==> src/rtl/sram_arbiter.sv <==
// sram_arbiter: two-port round-robin arbiter and strobe sequencer for an
// external asynchronous SRAM. Each access runs IDLE -> SETUP -> STROBE -> HOLD,
// and every output is a register that is loaded on the edge entering the state
// it belongs to.
module sram_arbiter #(
  parameter int ADDR_W      = 19,
  parameter int DATA_W      = 16,
  parameter int WAIT_CYCLES = 2
) (
  input  logic              clk,
  input  logic              rst,
  input  logic              req0,
  input  logic              we0,
  input  logic [ADDR_W-1:0] addr0,
  input  logic [DATA_W-1:0] wdata0,
  output logic              ack0,
  input  logic              req1,
  input  logic              we1,
  input  logic [ADDR_W-1:0] addr1,
  input  logic [DATA_W-1:0] wdata1,
  output logic              ack1,
  output logic [DATA_W-1:0] rdata,
  output logic [1:0]        grant,
  output logic [ADDR_W-1:0] sram_adr,
  output logic [DATA_W-1:0] sram_dat_out,
  output logic              sram_dat_oe,
  input  logic [DATA_W-1:0] sram_dat_in,
  output logic              sram_oe_n,
  output logic              sram_we_n,
  output logic              sram_cs_n
);

  typedef enum logic [1:0] {
    IDLE   = 2'd0,
    SETUP  = 2'd1,
    STROBE = 2'd2,
    HOLD   = 2'd3
  } state_t;

  state_t            state;
  state_t            state_next;
  logic [3:0]        cnt;
  logic [3:0]        cnt_next;
  // Index of the requester granted most recently; it loses the next tie.
  logic              last_grant;
  logic              last_grant_next;
  // Latched direction and owner of the access in flight.
  logic              acc_we;
  logic              acc_we_next;
  logic              acc_sel;
  logic              acc_sel_next;

  logic              ack0_next;
  logic              ack1_next;
  logic [DATA_W-1:0] rdata_next;
  logic [1:0]        grant_next;
  logic [ADDR_W-1:0] adr_next;
  logic [DATA_W-1:0] dat_out_next;
  logic              dat_oe_next;
  logic              oe_n_next;
  logic              we_n_next;
  logic              cs_n_next;
  logic              win;

  // Round-robin pick: a lone request wins outright; on a tie the requester
  // that was not granted last time wins.
  function automatic logic pick_winner(input logic r0, input logic r1,
                                       input logic last);
    if (r0 && r1) begin
      return ~last;
    end
    return r1;
  endfunction

  assign win = pick_winner(req0, req1, last_grant);

  // Next-state and next-output logic; every register holds unless changed.
  always_comb begin
    state_next      = state;
    cnt_next        = cnt;
    last_grant_next = last_grant;
    acc_we_next     = acc_we;
    acc_sel_next    = acc_sel;
    ack0_next       = 1'b0;
    ack1_next       = 1'b0;
    rdata_next      = rdata;
    grant_next      = grant;
    adr_next        = sram_adr;
    dat_out_next    = sram_dat_out;
    dat_oe_next     = sram_dat_oe;
    oe_n_next       = sram_oe_n;
    we_n_next       = sram_we_n;
    cs_n_next       = sram_cs_n;

    case (state)
      IDLE: begin
        if (req0 || req1) begin
          // Latch the winner's request; the pins then carry it unchanged
          // for the whole access regardless of the requester's inputs.
          last_grant_next = win;
          acc_sel_next    = win;
          acc_we_next     = win ? we1 : we0;
          grant_next      = win ? 2'b10 : 2'b01;
          adr_next        = win ? addr1 : addr0;
          cs_n_next       = 1'b0;
          if (win ? we1 : we0) begin
            dat_oe_next  = 1'b1;
            dat_out_next = win ? wdata1 : wdata0;
          end else begin
            oe_n_next = 1'b0;
          end
          state_next = SETUP;
        end
      end

      SETUP: begin
        cnt_next = 4'(WAIT_CYCLES - 1);
        if (acc_we) begin
          we_n_next = 1'b0;
        end
        state_next = STROBE;
      end

      STROBE: begin
        if (cnt == 4'd0) begin
          // Last strobe cycle: release WE/OE, sample read data, raise ack.
          we_n_next = 1'b1;
          if (!acc_we) begin
            oe_n_next  = 1'b1;
            rdata_next = sram_dat_in;
          end
          ack0_next  = ~acc_sel;
          ack1_next  = acc_sel;
          state_next = HOLD;
        end else begin
          cnt_next = cnt - 4'd1;
        end
      end

      HOLD: begin
        // Write data and CS were held one cycle past WE rising; drop now.
        cs_n_next   = 1'b1;
        dat_oe_next = 1'b0;
        grant_next  = 2'b00;
        state_next  = IDLE;
      end

      default: begin
        state_next = IDLE;
      end
    endcase
  end

  // FSM state, arbitration history and latched access attributes.
  always_ff @(posedge clk or posedge rst) begin
    if (rst) begin
      state      <= IDLE;
      cnt        <= 4'd0;
      last_grant <= 1'b1;
      acc_we     <= 1'b0;
      acc_sel    <= 1'b0;
    end else begin
      state      <= state_next;
      cnt        <= cnt_next;
      last_grant <= last_grant_next;
      acc_we     <= acc_we_next;
      acc_sel    <= acc_sel_next;
    end
  end

  // Registered outputs; reset forces the SRAM bus inactive immediately.
  always_ff @(posedge clk or posedge rst) begin
    if (rst) begin
      ack0         <= 1'b0;
      ack1         <= 1'b0;
      rdata        <= '0;
      grant        <= 2'b00;
      sram_adr     <= '0;
      sram_dat_out <= '0;
      sram_dat_oe  <= 1'b0;
      sram_oe_n    <= 1'b1;
      sram_we_n    <= 1'b1;
      sram_cs_n    <= 1'b1;
    end else begin
      ack0         <= ack0_next;
      ack1         <= ack1_next;
      rdata        <= rdata_next;
      grant        <= grant_next;
      sram_adr     <= adr_next;
      sram_dat_out <= dat_out_next;
      sram_dat_oe  <= dat_oe_next;
      sram_oe_n    <= oe_n_next;
      sram_we_n    <= we_n_next;
      sram_cs_n    <= cs_n_next;
    end
  end

endmodule

==> config.mk <==
export PLATFORM = sky130hd
export DESIGN_NAME = sram_arbiter
export DESIGN_NICKNAME = d
export VERILOG_FILES = /design/src/rtl/sram_arbiter.sv
export SDC_FILE = /design/constraint.sdc
export NUM_CORES = 1
export LEC_CHECK = 0
export CAP_MARGIN = 30
export CORE_UTILIZATION = 40
export DETAILED_ROUTE_END_ITERATION = 8
export GPL_TIMING_DRIVEN = 0
export PLACE_DENSITY_LB_ADDON = 0.25
export SLEW_MARGIN = 20
export SYNTH_ARGS = -nofsm -noshare
export SYNTH_HDL_FRONTEND = slang
export SYNTH_SLANG_ARGS = --single-unit
export TNS_END_PERCENT = 10
==> constraint.sdc <==
create_clock -name clk -period 4.4 [get_ports clk]
set_input_delay 0.44 -clock clk [delete_from_list [all_inputs] [get_ports clk]]
set_output_delay 0.44 -clock clk [all_outputs]
set_load 0.005 [all_outputs]
==> metrics.txt, run 1 <==
status finished, final reports clean; Total GRT Usage 0.201; Post-CTS Setup Inserts 0; max cap viols 0; routed len/inst 14.8 um; total detailed-routing wirelength 8110 um; Post-synth EDFFs 0; Die Height 92.0 um; setup_tns 0 ns; Initial Utilization 0.417; Setup Viol. Count Final 0; Psw slightly above 0.001 W; CTS tree done; Gate power share 0.460; n_diodes 0; clk root buf clkbuf_8; Vias per Instance between 4 and 5; slowest CP cell dfrtp_1; RePlAce Congestion 0.710; Final period util 0.437; relative slew slack 0.679; Hold WS about 0.35 ns; worst-margin pin slew 0.478 ns; Yosys Warn Count 0; most used cell along the critical path clkbuf_1; Crit path max-delay family buffers and inverters; largest net degree at the start of global routing 59; Max FO, Critical Path 10; Final min period 1.92 ns; Critical Path AT 2.12 ns; Mapped Nets 380; row count 32; WP data required 4.60 ns; CTS sink count 68; vias in the first global route 2,817; Tot Pwr 0.00322 W; kind of critical path reg2reg; Hold WC Path Type in2async; final non-filler cell total roughly 550; switch share 0.319; worst clock skew 0.00814 ns; core area around 8000 um^2; asr flop ratio synth 1.00; Die X between 90 and 100 um; 1st-pass router iterations 4; worst path cell trace inv_1, ha_1, buf_2, clkbuf_1, clkbuf_1, a31oi_1; Boundary Pins around 150; Internal Power ~0.0022 W; Reg power frac 0.343; Antenna Nets Post-Route 0; fillers 636; H-tree Lvls 3; DRC Markers 0; RSZ-0062 raised after global routing no; cts hold-fix bufs 0; DP Cell Count 533; initial antenna violation count 0; post_cts resized 0; Iteration-0 DRC Markers 58; CTS clock-pin slew for the worst setup and hold paths around 0.080 ns; Max Buffers Root-to-Sink 2; Die Footprint 8470 um^2; Yosys reg bits 68; Syn Std Cell Area 3240 um^2; Num CTS Buffers 9; type of origin of the critical path register; top achievable clock speed about 520 MHz; share of cells above drive strength 1 0.121; Worst-Skew Late Latency 0.34 ns; ys flop type dfrtp_1; post-synthesis sequential area ratio 0.527; Cell variety after synth 39; final core utilization 0.663; clock power share 0.197; maximum vdd drop 258 uV; crit end category register; final hold violation count 0; Via Count between 2,000 and 3,000; Cells after Synth 280; power density over the cells 626 nW/um^2; Crit path largest cell delay around 0.42 ns; Avg Cell Area, Syn 11.6 um^2; IO Port Bufs 150; grt ovf 0; first-pass GRT wire length 13,400 um; nets 542; Slew Viols, Final 0; Leakage about 2.2 nW; dpl hpwl 6080 um; area grow syn2layout 58.9%; Bufs and invs on worst path 4
==> power by group through the flow <==
stage	clock network [W]	registers, W	logic (W)
finish	0.000635	0.00111	0.00148
global route	0.000669	0.00114	0.00163
CTS	0.000640	0.00111	0.00150
detailed placement	0	0.00112	0.00149
global placement	0	0.00110	0.00145
floorplan	0	0.00112	0.000692
==> cell families after synthesis <==
logic type / Yosys count / share of synthesized area
compound gates: 78 / 0.142
fa+ha+maj: 8 / 0.0309
buf+inv: 27 / 0.0471
flops: 68 / 0.527
mux: 53 / 0.182
simple gates: 46 / 0.0710
==> synth_stat cells (2+ instances only) <==
cell type | instances | share of area
mux2_4 | 10 | 0.046
a22o_1 | 2 | 0.0054
dfstp_2 | 4 | 0.032
nand3_1 | 2 | 0.0031
nand2b_1 | 2 | 0.0039
mux2_2 | 8 | 0.028
buf_4 | 3 | 0.0069
a21oi_1 | 22 | 0.034
dfrtp_1 | 64 | 0.49
nand2_1 | 30 | 0.035
o31ai_1 | 2 | 0.0046
inv_1 | 8 | 0.0093
buf_6 | 5 | 0.017
clkbuf_1 | 8 | 0.0093
a31oi_1 | 19 | 0.037
ha_1 | 8 | 0.031
nor3_1 | 2 | 0.0031
buf_2 | 2 | 0.0031
mux2i_1 | 35 | 0.11
o21ai_0 | 23 | 0.036
nor2_1 | 3 | 0.0035
==> per-stage QoR <==
stage,cell area [um^2],setup slack (ns)
floorplan,3240,2.26
global placement,4870,1.12
detailed placement,4900,2.27
CTS,5150,2.45
global route,5150,2.30
finish,5150,2.48
==> final timing paths <==
check / start / end / slack, ns / depth (start not counted)
max: state[0] / sram_dat_out[2] / 2.48 / 6
max in group asynchronous: rst / sram_cs_n / 3.48 / 3
min in group clk: acc_sel / ack0 / 0.47 / 1
min reg2reg: acc_sel / ack0 / 0.47 / 1
max reg2reg: state[0] / sram_dat_out[2] / 2.48 / 6
min: rst / sram_adr[11] / 0.35 / 2
==> sequential cells by signal, summed over array words and instances, names as in the netlist <==
| name | count |
|---|---|
| sram_oe_n | 1 |
| ack0 | 1 |
| sram_adr | 19 |
| ack1 | 1 |
| cnt | 4 |
| state | 2 |
| sram_dat_oe | 1 |
| sram_cs_n | 1 |
| sram_we_n | 1 |
| sram_dat_out | 16 |
| rdata | 16 |
| last_grant | 1 |
| acc_sel | 1 |
| grant | 2 |
| acc_we | 1 |
==> routing by layer <==
| layer | vias to the layer above | global-route usage | routed length, um |
|---|---|---|---|
| met4 | 0 | 0.0742 | 138 |
| li1 | 1329 | - | - |
| met3 | 14 | 0.0439 | 424 |
| met5 | - | 0 | 0 |
| met1 | 1309 | 0.239 | 3350 |
| met2 | 92 | 0.353 | 4200 |
==> cell type report <==
class                      instances  area (um^2)  share of cell area
sequential                        68         1710               0.331
buffer                            19          123              0.0238
clock buffer                      10          138              0.0267
tap                              102          128              0.0248
multi-input combinational        185         1380               0.268
clock inverter                     6          111              0.0216
timing repair buffer             151         1530               0.297
inverter                           8         32.5             0.00632
==> cell usage in the layout (no fill, tap or decap), types with 2 or more instances in the layout <==
cell	count
nand3_1	2
clkbuf_1	8
nor2_1	3
a21oi_1	22
clkdlybuf4s50_1	150
clkbuf_8	10
mux2_4	10
bufinv_16	3
nor3_1	2
a22o_1	2
buf_6	5
inv_1	7
o31ai_1	2
a31oi_1	19
nand2_1	30
buf_4	3
buf_2	2
dfrtp_1	64
ha_1	8
mux2_2	8
o21ai_0	23
dfstp_2	4
nand2b_1	2
mux2i_1	35
Power figures use the tool's default switching activity.
==> run 2, diff against run 1 <==
clock period = 1.82 ns   (was 4.4 ns; I/O delays follow)
==> run 2 against run 1 <==
Clock power up 100%. Non-clock buffer count increased by 2. Routed wire length barely moved. Critical endpoint is now state[1]. Highest routed layer unchanged.
==> metrics.txt, run 2 (same netlist as run 1, synthesis figures left out) <==
first-pass GRT wire length 13,200 um; routed len/inst around 15 um; Largest register FFs 19; dpl hpwl 6120 um; n_diodes 0; design area approximately 5200 um^2; Worst-Skew Late Latency 0.33 ns; Tot Pwr 0.00761 W; Hold WC Path Type in2async; RSZ-0062 raised after global routing yes; grt ovf 0; RePlAce Congestion around 0.72; Via Count 2,725; nets about 540; Iteration-0 DRC Markers 92; Die Height about 92 um; worst clock skew 0.00739 ns; core area ~7800 um^2; vias in the first global route 2,741; Final period util 0.989; Max Buffers Root-to-Sink 2; IO Port Bufs 150; Vias per Instance 4.95; type of origin of the critical path register; power density over the cells 1470 nW/um^2; initial antenna violation count 0; Die X 92.0 um; Boundary Pins around 150; DRC Markers 0; maximum vdd drop 618 uV; Total GRT Usage 0.200; most flop-heavy register sram_adr; Setup Viol. Count Final 0; CTS clock-pin slew for the worst setup and hold paths 0.07 ns; total detailed-routing wirelength 8110 um; Max FO, Critical Path 6; Leakage 2.23 nW; status finished, final reports clean; Num CTS Buffers 9; share of cells above drive strength 1 0.147; Die Footprint 8470 um^2; CTS sink count 68; top flop regs sram_adr: 19 flops, rdata: 16 flops, sram_dat_out: 16 flops; CTS tree done; kind of critical path reg2reg; clk root buf clkbuf_8; final hold violation count 0; most common cell after layout, fill and taps aside clkdlybuf4s50_1; Setup WS post-layout 0.0192 ns; r2r endpoint state[1]; area grow syn2layout 59.2%; placed cell area 4910 um^2; WP data required 2.04 ns; H-tree Lvls 3; top achievable clock speed 555 MHz; Slew Viols, Final 0; Final min period 1.80 ns; largest net degree at the start of global routing 35; cts hold-fix bufs 0; Antenna Nets Post-Route 0; Worst Setup SP cnt[0]; most frequent cells in the layout 150 x clkdlybuf4s50_1, 64 x dfrtp_1, 35 x mux2i_1, 30 x nand2_1, 23 x o21ai_0; worst-margin pin slew 0.442 ns; crit end category register; Initial Utilization 0.417; Placement Setup Slack -0.123 ns; path depth of the worst reg2reg path 6; relative slew slack 0.705; reg-to-reg slack, setup around 0.019 ns; max cap viols 0; row count 32; 1st-pass router iterations 4; setup_tns 0 ns; Critical Path AT 2.02 ns; reg2reg start cnt[0]
==> run 2: critical path, stage by stage, from the launching register on <==
cell and delay (ns):
dfrtp_1 0.41, inv_2 0.09, ha_1 0.15, nor3b_4 0.34
inv_1 0.14, a21oi_2 0.20, mux2_2 0.35
==> run 2: worst max-delay path by stage <==
stage	endpoint	slack (ns)	cells past startpoint
detailed placement	sram_dat_out[4]	-0.12	6
global route	sram_oe_n	-0.06	7
floorplan	rdata[0]	0.18	6
finish	state[1]	0.02	6
global placement	sram_dat_out[15]	-0.09	6
CTS	rdata[8]	-0.02	6
==> run 2: power by group <==
group          leakage (nW)  switching, W  total [W]  internal [W]
clock                 0.102      0.000577    0.00129      0.000710
sequential            0.804      0.000417    0.00267       0.00225
combinational          1.33       0.00150    0.00365       0.00215
total                  2.23       0.00250    0.00761       0.00511
==> run 2: metal layers <==
| metal | GRT usage | wire (um) | up-vias |
|---|---|---|---|
| met4 | 0.0898 | 177 | 0 |
| li1 | - | - | 1331 |
| met1 | 0.242 | 3400 | 1297 |
| met2 | 0.343 | 4140 | 83 |
| met5 | 0 | 0 | - |
| met3 | 0.0415 | 385 | 14 |
==> run 2: area by class of cell <==
type	count	area [um^2]
inverter	8	33.8
timing repair buffer	153	1550
multi-input combinational	185	1390
fill	614	2610
buffer	19	139
tap	102	128
sequential	68	1710
clock buffer	11	151
clock inverter	5	58.8
==> run 2: metrics by stage <==
step	util	instances	hold WS, ns
floorplan	-	280	0.252
global placement	0.627	532	0.463
detailed placement	0.633	534	0.451
CTS	0.662	550	0.0861
global route	0.664	551	0.0963
finish	0.664	551	0.101
==> run 2: repair_timing <==
item                       4_1_cts  5_1_grt
buffers inserted                 0        1
setup endpoints to repair       36       45
resized for setup                8        6
pin swaps                        1        0
